--- config.mk ---
export PLATFORM = sky130hd
export DESIGN_NAME = phase_ramp_gen_wrap
export DESIGN_NICKNAME = d
export VERILOG_FILES = /design/src/rtl/phase_ramp_pkg.sv /design/src/rtl/phase_ramp_sat.sv /design/src/rtl/phase_ramp_gen_wrap.sv
export SDC_FILE = /design/constraint.sdc
export NUM_CORES = 1
export LEC_CHECK = 0
export CORE_MARGIN = 2
export CORE_UTILIZATION = 39
export CTS_BUF_LIST = sky130_fd_sc_hd__clkbuf_4
export DETAILED_ROUTE_END_ITERATION = 7
export GPL_ROUTABILITY_DRIVEN = 1
export PLACE_DENSITY = 0.53
export SLEW_MARGIN = 20
export SYNTH_ARGS = -nofsm -noshare
export SYNTH_HDL_FRONTEND = slang
export SYNTH_SLANG_ARGS = --single-unit
--- constraint.sdc ---
create_clock -name i_clk -period 25.5 [get_ports i_clk]
set_clock_uncertainty 0.05 [all_clocks]
set_input_delay 2.55 -clock i_clk [delete_from_list [all_inputs] [get_ports i_clk]]
set_output_delay 2.55 -clock i_clk [all_outputs]
set_load 0.005 [all_outputs]
--- src/rtl/phase_ramp_pkg.sv ---
// Shared encodings and helpers for the FOG phase-ramp generator.
// Mode codes, FSM state constants, gain default and a saturate helper.
package phase_ramp_pkg;

    localparam logic [1:0] MODE_OFF    = 2'd0;
    localparam logic [1:0] MODE_CLOSED = 2'd1;
    localparam logic [1:0] MODE_OPEN   = 2'd2;
    localparam logic [1:0] MODE_HOLD   = 2'd3;

    typedef logic [1:0] state_t;

    localparam state_t S_IDLE  = 2'd0;
    localparam state_t S_ACC   = 2'd1;
    localparam state_t S_SCALE = 2'd2;
    localparam state_t S_OUT   = 2'd3;

    localparam int GAIN_INIT_DEF = 5;

    function automatic logic signed [63:0] sat_fn(
        input logic signed [63:0] v,
        input int                 w
    );
        logic signed [63:0] hi;
        logic signed [63:0] lo;
        hi = (64'sd1 <<< (w - 1)) - 64'sd1;
        lo = -(64'sd1 <<< (w - 1));
        if (v > hi) return hi;
        if (v < lo) return lo;
        return v;
    endfunction

endpackage

--- src/rtl/phase_ramp_sat.sv ---
// Combinational signed clip from IN_W bits to OUT_W bits.
// Narrowing saturates to +2^(OUT_W-1)-1 / -2^(OUT_W-1); widening sign-extends.
module phase_ramp_sat #(
    parameter int IN_W  = 33,
    parameter int OUT_W = 32
) (
    input  logic [IN_W-1:0]  in_i,
    output logic [OUT_W-1:0] out_o
);

    generate
        if (IN_W <= OUT_W) begin : g_ext
            assign out_o = OUT_W'($signed(in_i));
        end else begin : g_clip
            logic [IN_W-OUT_W:0] top;
            logic                ovf;
            assign top = in_i[IN_W-1:OUT_W-1];
            assign ovf = !((&top) || (~|top));
            assign out_o = !ovf ? in_i[OUT_W-1:0] :
                           in_i[IN_W-1] ? {1'b1, {(OUT_W-1){1'b0}}} :
                                          {1'b0, {(OUT_W-1){1'b1}}};
        end
    endgenerate

endmodule

--- src/rtl/phase_ramp_gen_wrap.sv ---
// Phase-ramp generator with serrodyne 2pi reset for the FOG modulator DAC.
// Optional macro PHASE_RAMP_BUMPLESS_EN rescales acc on a closed-loop gain change.
module phase_ramp_gen_wrap
    import phase_ramp_pkg::*;
#(
    parameter int ACC_W      = 32,
    parameter int OUT_W      = 16,
    parameter int GAIN_W     = 4,
    parameter int GAIN_INIT  = GAIN_INIT_DEF,
    parameter int WRAP_CNT_W = 16
) (
    input  logic                  i_clk,
    input  logic                  i_rst,
    input  logic                  i_mod_trig,
    input  logic [1:0]            i_mode,
    input  logic [ACC_W-1:0]      i_step,
    input  logic [OUT_W-1:0]      i_mod,
    input  logic [GAIN_W-1:0]     i_gain_sel,
    input  logic [OUT_W-1:0]      i_v2pi,
    input  logic                  i_wrap_en,
    output logic [OUT_W-1:0]      o_phase,
    output logic                  o_valid,
    output logic [OUT_W-1:0]      o_ramp,
    output logic [ACC_W-1:0]      o_ramp_pre,
    output logic [WRAP_CNT_W-1:0] o_wrap_cnt,
    output logic [1:0]            o_wrap_pulse,
    output logic                  o_busy,
    output logic                  o_overrun,
    output logic                  o_gain_change
);

    localparam logic [GAIN_W-1:0] GAIN_RST = GAIN_W'(GAIN_INIT);

    state_t                  state_q, state_d;
    logic [1:0]              mode_q, mode_d;
    logic [GAIN_W-1:0]       gain_q, gain_d;
    logic [GAIN_W-1:0]       gain_prev_q, gain_prev_d;
    logic signed [ACC_W-1:0] step_q, step_d;
    logic signed [OUT_W-1:0] mod_q, mod_d;
    logic [OUT_W-1:0]        v2pi_q, v2pi_d;
    logic                    wrap_en_q, wrap_en_d;

    logic signed [ACC_W-1:0] acc_q, acc_d;
    logic signed [OUT_W-1:0] ramp_q, ramp_d;
    logic signed [OUT_W-1:0] phase_q, phase_d;
    logic [WRAP_CNT_W-1:0]   wcnt_q, wcnt_d;
    logic                    valid_q, valid_d;
    logic [1:0]              wpulse_q, wpulse_d;
    logic                    ovr_q, ovr_d;
    logic                    gchg_q, gchg_d;

    logic signed [ACC_W-1:0] acc_base;
    logic signed [ACC_W:0]   acc_sum;
    logic signed [ACC_W:0]   acc_adj;
    logic signed [ACC_W:0]   acc_clip_in;
    logic signed [ACC_W-1:0] acc_clip;
    logic [GAIN_W-1:0]       shift;
    logic signed [ACC_W-1:0] r_raw;
    logic signed [ACC_W-1:0] r_wrap;
    logic signed [ACC_W-1:0] v2pi_ext;
    logic signed [ACC_W-1:0] half_ext;
    logic signed [ACC_W-1:0] v2pi_sh;
    logic                    wrap_act;
    logic                    wrap_up;
    logic                    wrap_dn;
    logic signed [OUT_W-1:0] ramp_clip;
    logic signed [OUT_W:0]   out_sum;
    logic signed [OUT_W-1:0] phase_clip;

`ifdef PHASE_RAMP_BUMPLESS_EN
    localparam int SH_MAX = (1 << GAIN_W) - 1;
    localparam int EXT_W  = ACC_W + SH_MAX;

    logic [GAIN_W-1:0]       gdelta_up;
    logic [GAIN_W-1:0]       gdelta_dn;
    logic [EXT_W-1:0]        acc_up_ext;
    logic signed [ACC_W-1:0] acc_up;

    assign gdelta_up  = gain_q - gain_prev_q;
    assign gdelta_dn  = gain_prev_q - gain_q;
    assign acc_up_ext = EXT_W'(acc_q) << gdelta_up;

    phase_ramp_sat #(.IN_W(EXT_W), .OUT_W(ACC_W)) u_sat_up (
        .in_i  (acc_up_ext),
        .out_o (acc_up)
    );

    // Keep acc >>> gain continuous across a closed-loop gain change
    always_comb begin
        acc_base = acc_q;
        if (mode_q == MODE_CLOSED && gain_q != gain_prev_q) begin
            if (gain_q > gain_prev_q) acc_base = acc_up;
            else                      acc_base = acc_q >>> gdelta_dn;
        end
    end
`else
    assign acc_base = acc_q;
`endif

    assign acc_sum = {acc_base[ACC_W-1], acc_base}
                   + {step_q[ACC_W-1], step_q};

    assign shift    = (mode_q == MODE_CLOSED) ? gain_q : '0;
    assign r_raw    = acc_q >>> shift;
    assign v2pi_ext = ACC_W'(v2pi_q);
    assign half_ext = v2pi_ext >>> 1;
    assign v2pi_sh  = v2pi_ext << shift;

    assign wrap_act = wrap_en_q && (v2pi_q != '0)
                   && (mode_q == MODE_CLOSED || mode_q == MODE_OPEN);
    assign wrap_up  = wrap_act && (r_raw >= half_ext);
    assign wrap_dn  = wrap_act && (r_raw < -half_ext);

    always_comb begin
        r_wrap  = r_raw;
        acc_adj = {acc_q[ACC_W-1], acc_q};
        unique case (1'b1)
            wrap_up: begin
                r_wrap  = r_raw - v2pi_ext;
                acc_adj = {acc_q[ACC_W-1], acc_q} - {1'b0, v2pi_sh};
            end
            wrap_dn: begin
                r_wrap  = r_raw + v2pi_ext;
                acc_adj = {acc_q[ACC_W-1], acc_q} + {1'b0, v2pi_sh};
            end
            default: ;
        endcase
    end

    // One acc clip serves both the accumulate and the wrap-adjust stages
    assign acc_clip_in = (state_q == S_SCALE) ? acc_adj : acc_sum;

    phase_ramp_sat #(.IN_W(ACC_W+1), .OUT_W(ACC_W)) u_sat_acc (
        .in_i  (acc_clip_in),
        .out_o (acc_clip)
    );

    phase_ramp_sat #(.IN_W(ACC_W), .OUT_W(OUT_W)) u_sat_ramp (
        .in_i  (r_wrap),
        .out_o (ramp_clip)
    );

    assign out_sum = {ramp_q[OUT_W-1], ramp_q} + {mod_q[OUT_W-1], mod_q};

    phase_ramp_sat #(.IN_W(OUT_W+1), .OUT_W(OUT_W)) u_sat_out (
        .in_i  (out_sum),
        .out_o (phase_clip)
    );

    always_comb begin
        state_d     = state_q;
        mode_d      = mode_q;
        gain_d      = gain_q;
        gain_prev_d = gain_prev_q;
        step_d      = step_q;
        mod_d       = mod_q;
        v2pi_d      = v2pi_q;
        wrap_en_d   = wrap_en_q;
        acc_d       = acc_q;
        ramp_d      = ramp_q;
        phase_d     = phase_q;
        wcnt_d      = wcnt_q;
        valid_d     = 1'b0;
        wpulse_d    = 2'b00;
        gchg_d      = 1'b0;
        ovr_d       = i_mod_trig && (state_q != S_IDLE);
        case (state_q)
            S_IDLE: begin
                if (i_mod_trig) begin
                    mode_d      = i_mode;
                    gain_prev_d = gain_q;
                    gain_d      = i_gain_sel;
                    step_d      = i_step;
                    mod_d       = i_mod;
                    v2pi_d      = i_v2pi;
                    wrap_en_d   = i_wrap_en;
                    state_d     = S_ACC;
                end
            end
            S_ACC: begin
                gchg_d = (gain_q != gain_prev_q);
                unique case (mode_q)
                    MODE_OFF:  acc_d = '0;
                    MODE_HOLD: acc_d = acc_q;
                    default:   acc_d = acc_clip;
                endcase
                state_d = S_SCALE;
            end
            S_SCALE: begin
                acc_d    = acc_clip;
                ramp_d   = (mode_q == MODE_OFF) ? '0 : ramp_clip;
                wpulse_d = {wrap_dn, wrap_up};
                if (wrap_up) wcnt_d = wcnt_q + 1'b1;
                if (wrap_dn) wcnt_d = wcnt_q - 1'b1;
                state_d  = S_OUT;
            end
            default: begin
                phase_d = phase_clip;
                valid_d = 1'b1;
                state_d = S_IDLE;
            end
        endcase
    end

    always_ff @(posedge i_clk) begin
        if (i_rst) begin
            state_q     <= S_IDLE;
            mode_q      <= MODE_OFF;
            gain_q      <= GAIN_RST;
            gain_prev_q <= GAIN_RST;
            step_q      <= '0;
            mod_q       <= '0;
            v2pi_q      <= '0;
            wrap_en_q   <= 1'b0;
            acc_q       <= '0;
            ramp_q      <= '0;
            phase_q     <= '0;
            wcnt_q      <= '0;
            valid_q     <= 1'b0;
            wpulse_q    <= 2'b00;
            ovr_q       <= 1'b0;
            gchg_q      <= 1'b0;
        end else begin
            state_q     <= state_d;
            mode_q      <= mode_d;
            gain_q      <= gain_d;
            gain_prev_q <= gain_prev_d;
            step_q      <= step_d;
            mod_q       <= mod_d;
            v2pi_q      <= v2pi_d;
            wrap_en_q   <= wrap_en_d;
            acc_q       <= acc_d;
            ramp_q      <= ramp_d;
            phase_q     <= phase_d;
            wcnt_q      <= wcnt_d;
            valid_q     <= valid_d;
            wpulse_q    <= wpulse_d;
            ovr_q       <= ovr_d;
            gchg_q      <= gchg_d;
        end
    end

    assign o_phase       = phase_q;
    assign o_valid       = valid_q;
    assign o_ramp        = ramp_q;
    assign o_ramp_pre    = acc_q;
    assign o_wrap_cnt    = wcnt_q;
    assign o_wrap_pulse  = wpulse_q;
    assign o_busy        = (state_q != S_IDLE);
    assign o_overrun     = ovr_q;
    assign o_gain_change = gchg_q;

endmodule
==> results_dict.tcl <==
set metrics [dict create \
    synth_top_area_share 0.172 \
    crit_path_end_kind "flip-flop" \
    clockRootBuffer "clkbuf_4" \
    seq_area_frac_synth 0.172 \
    grt.overflow.total 0 \
    finalHoldViolCount 0 \
    synth_warnings 0 \
    fmaxAchievable_mhz 90.6 \
    cp.required_ns 26.08 \
    cts_sinks 162 \
    dp_cells 3246 \
    syn_nets 2842 \
    status "completed" \
    drive_gt1_frac 0.0616 \
    yosysUniqueCellTypes 100 \
    hold_class "flip-flop to flip-flop" \
    avgRoutedWirePerCell_microns 22.2 \
    drc_errors 0 \
    wl_microns 72700 \
    ys_seq_elements 162 \
    synth_edf_count 0 \
    synthArstFlopShare 0 \
    ctsHoldBuffers 0 \
    use_met2 0.454 \
    slowest_stage "o41ai_1" \
    vias_per_cell 6.12 \
    cts_inserted_buffers 17 \
    dr.pass1.iters 6 \
    io_buffers 159 \
    rsz0062_at_grt "false" \
    track_usage 0.287 \
    cts_tree "done" \
    num_rows 80 \
    synth_ff_type "dfxtp_1" \
    grt_start_max_net_pins 77 \
    cp_slowest_stage_delay_ns 0.79 \
    fin_tns_setup_ns 0 \
    final_nets 2909 \
    synth.cell_area_sq_um 18900 \
    antenna_found_initial 2 \
    dp_slack_ns 14.63 \
    insertion_delay_ns 0.76 \
    initial_utilization 0.395 \
    grt_pass1_vias 19100 \
    min_period_over_period 0.433 \
    syn2layout_area_growth_pct 12.4 \
    chipWidth_microns 224 \
    critPathBufInv 4 \
    path_class "flip-flop to flip-flop" \
    cts_resized 0 \
    yosys.area.top_type "dfxtp_1" \
    setup_viol 0 \
    h-tree-depth 4 \
    detail-route-antenna-nets 0 \
    die-area_sq_um 50100 \
    tightest_slew_ns 1.07 \
    clk_pin_slew_ns 0.16 \
    p_per_area_nw_per_um2 97.8 \
    vdd_drop_max_uv 36.0 \
    netlist_top_cells_area "dfxtp_1, ha_1, nand2_1" \
    maxCapViolCount 0 \
    cp_top_family "compound AO/OA/AOI/OAI gates" \
    avgSynthCellArea_sq_um 7.30 \
    relSlewSlack 0.280 \
    cp.arrival_ns 11.61 \
    die_h_microns 224 \
    cts_buffer_depth 2 \
    fin_ws_ns 14.47 \
    start_kind "flip-flop" \
    hpwl_microns 56500 \
    final_cells 3280 \
    p_leak_uw 0.00886 \
    use_met3 0.0517 \
    min_period_ns 11.03 \
    drt-initial-drc-count 1759 \
    grt_use_met1 0.378 \
    grt-busiest-layer "met2" \
    vias 20100 \
    crit_fanout 37 \
    finalMaxSlewViolations 0 \
    io-pin-count 160 \
    post_cts_buffers 0 \
    netlist_instances 2583 \
    grt_pass1_wl_microns 111000 \
    coreArea_sq_um 47700 \
    gp_congestion 0.989 \
]
cell families after synthesis:
| kind of cell | after synthesis | synth area share |
|---|---|---|
| compound gates | 833 | 0.289 |
| xor+xnor | 136 | 0.0639 |
| fa+ha+maj | 186 | 0.125 |
| buf+inv | 256 | 0.0541 |
| flops | 162 | 0.172 |
| mux | 100 | 0.0713 |
| simple gates | 910 | 0.224 |
metrics by stage:
step	util	power, uW	hold slack [ns]	area [sq um]
floorplan	-	1450	0.390	18900
global placement	0.437	1840	0.401	20900
detailed placement	0.437	1860	0.403	20900
CTS	0.444	2050	0.422	21200
global route	0.444	2240	0.438	21200
finish	0.444	2070	0.422	21200
sequential cells by signal (all words and copies together), names as in the netlist:
register / cells
o_ramp_pre: 32
step_q: 32
mod_q: 16
o_phase: 16
o_ramp: 16
o_wrap_cnt: 16
v2pi_q: 16
gain_prev_q: 4
gain_q: 4
mode_q: 2
o_wrap_pulse: 2
state_q: 2
o_gain_change: 1
o_overrun: 1
o_valid: 1
wrap_en_q: 1
path summary, 6_finish.rpt:
| check | start | end | slack (ns) | cells past startpoint |
|---|---|---|---|---|
| worst min register to register | step_q[30] | step_q[30] | 0.42 | 2 |
| worst max-delay path | mode_q[0] | o_ramp[4] | 14.47 | 35 |
| worst min-delay path | step_q[30] | step_q[30] | 0.42 | 2 |
| worst max register to register | mode_q[0] | o_ramp[4] | 14.47 | 35 |
cells in the final DEF (no fill, tap or decap), drive strengths merged, types with 36 or more instances in the layout:
cell,Yosys,layout
nand2,418,418
a21oi,284,284
ha,180,180
nor2,169,169
dfxtp,162,162
clkdlybuf4s50,0,158
o21ai,146,146
inv,109,113
xnor2,99,99
nand3,73,73
mux2i,69,69
o211ai,55,55
a21o,51,51
a211oi,47,47
nor3,41,41
and3,40,40
xor2,36,36
routing by layer:
| layer | vias to the layer above | share of wire |
|---|---|---|
| li1 | 9638 | - |
| met1 | 9611 | 0.44 |
| met2 | 689 | 0.45 |
| met3 | 146 | 0.060 |
| met4 | 0 | 0.044 |
| met5 | - | 0 |
Yosys cell counts (8+ instances only):
library cell,n
nand2_1,417
a21oi_1,282
ha_1,180
nor2_1,168
dfxtp_1,162
o21ai_0,140
inv_1,106
xnor2_1,99
clkbuf_1,93
nand3_1,70
mux2i_1,69
o211ai_1,55
a21o_1,50
a211oi_1,46
and3_1,39
nor3_1,38
xor2_1,36
a31oi_1,34
buf_1,30
nand2b_1,29
mux4_2,27
nor4_1,25
a221oi_1,23
o21a_1,21
nor2b_1,20
a22oi_1,19
nand4_1,18
and2_1,17
or3_1,16
buf_2,14
o31ai_1,13
a221oi_2,11
o2111ai_1,11
o21bai_1,11
o22ai_1,11
a211o_1,10
a21boi_0,10
nor3b_1,9
a2111oi_0,8
worst register-to-register path, delay by kind of cell (launching register included):
family / cells / cell delay, ns
AOI/OAI and AO/OA: 14 / 5.39
xor gates and xnor gates: 1 / 0.15
adders and majority gates: 3 / 0.87
buffers and inverters: 4 / 1.34
DFF: 1 / 0.42
muxes: 3 / 0.59
and+or+nand+nor: 10 / 2.13
power breakdown:
group | internal [uW] | total [uW] | switching [uW]
Combinational | 585 | 1540 | 959
Sequential | 287 | 342 | 55.5
Clock | 70.8 | 187 | 116
cell type report:
class	count	area, sq um
Antenna cell	2	5.00
Clock buffer	18	135
Clock inverter	14	181
Fill cell	4903	26500
Inverter	113	424
Multi-Input combinational cell	2165	14600
Sequential cell	162	3240
Tap cell	615	769
Timing Repair Buffer	191	1830
(Power assumes the default switching activity.)
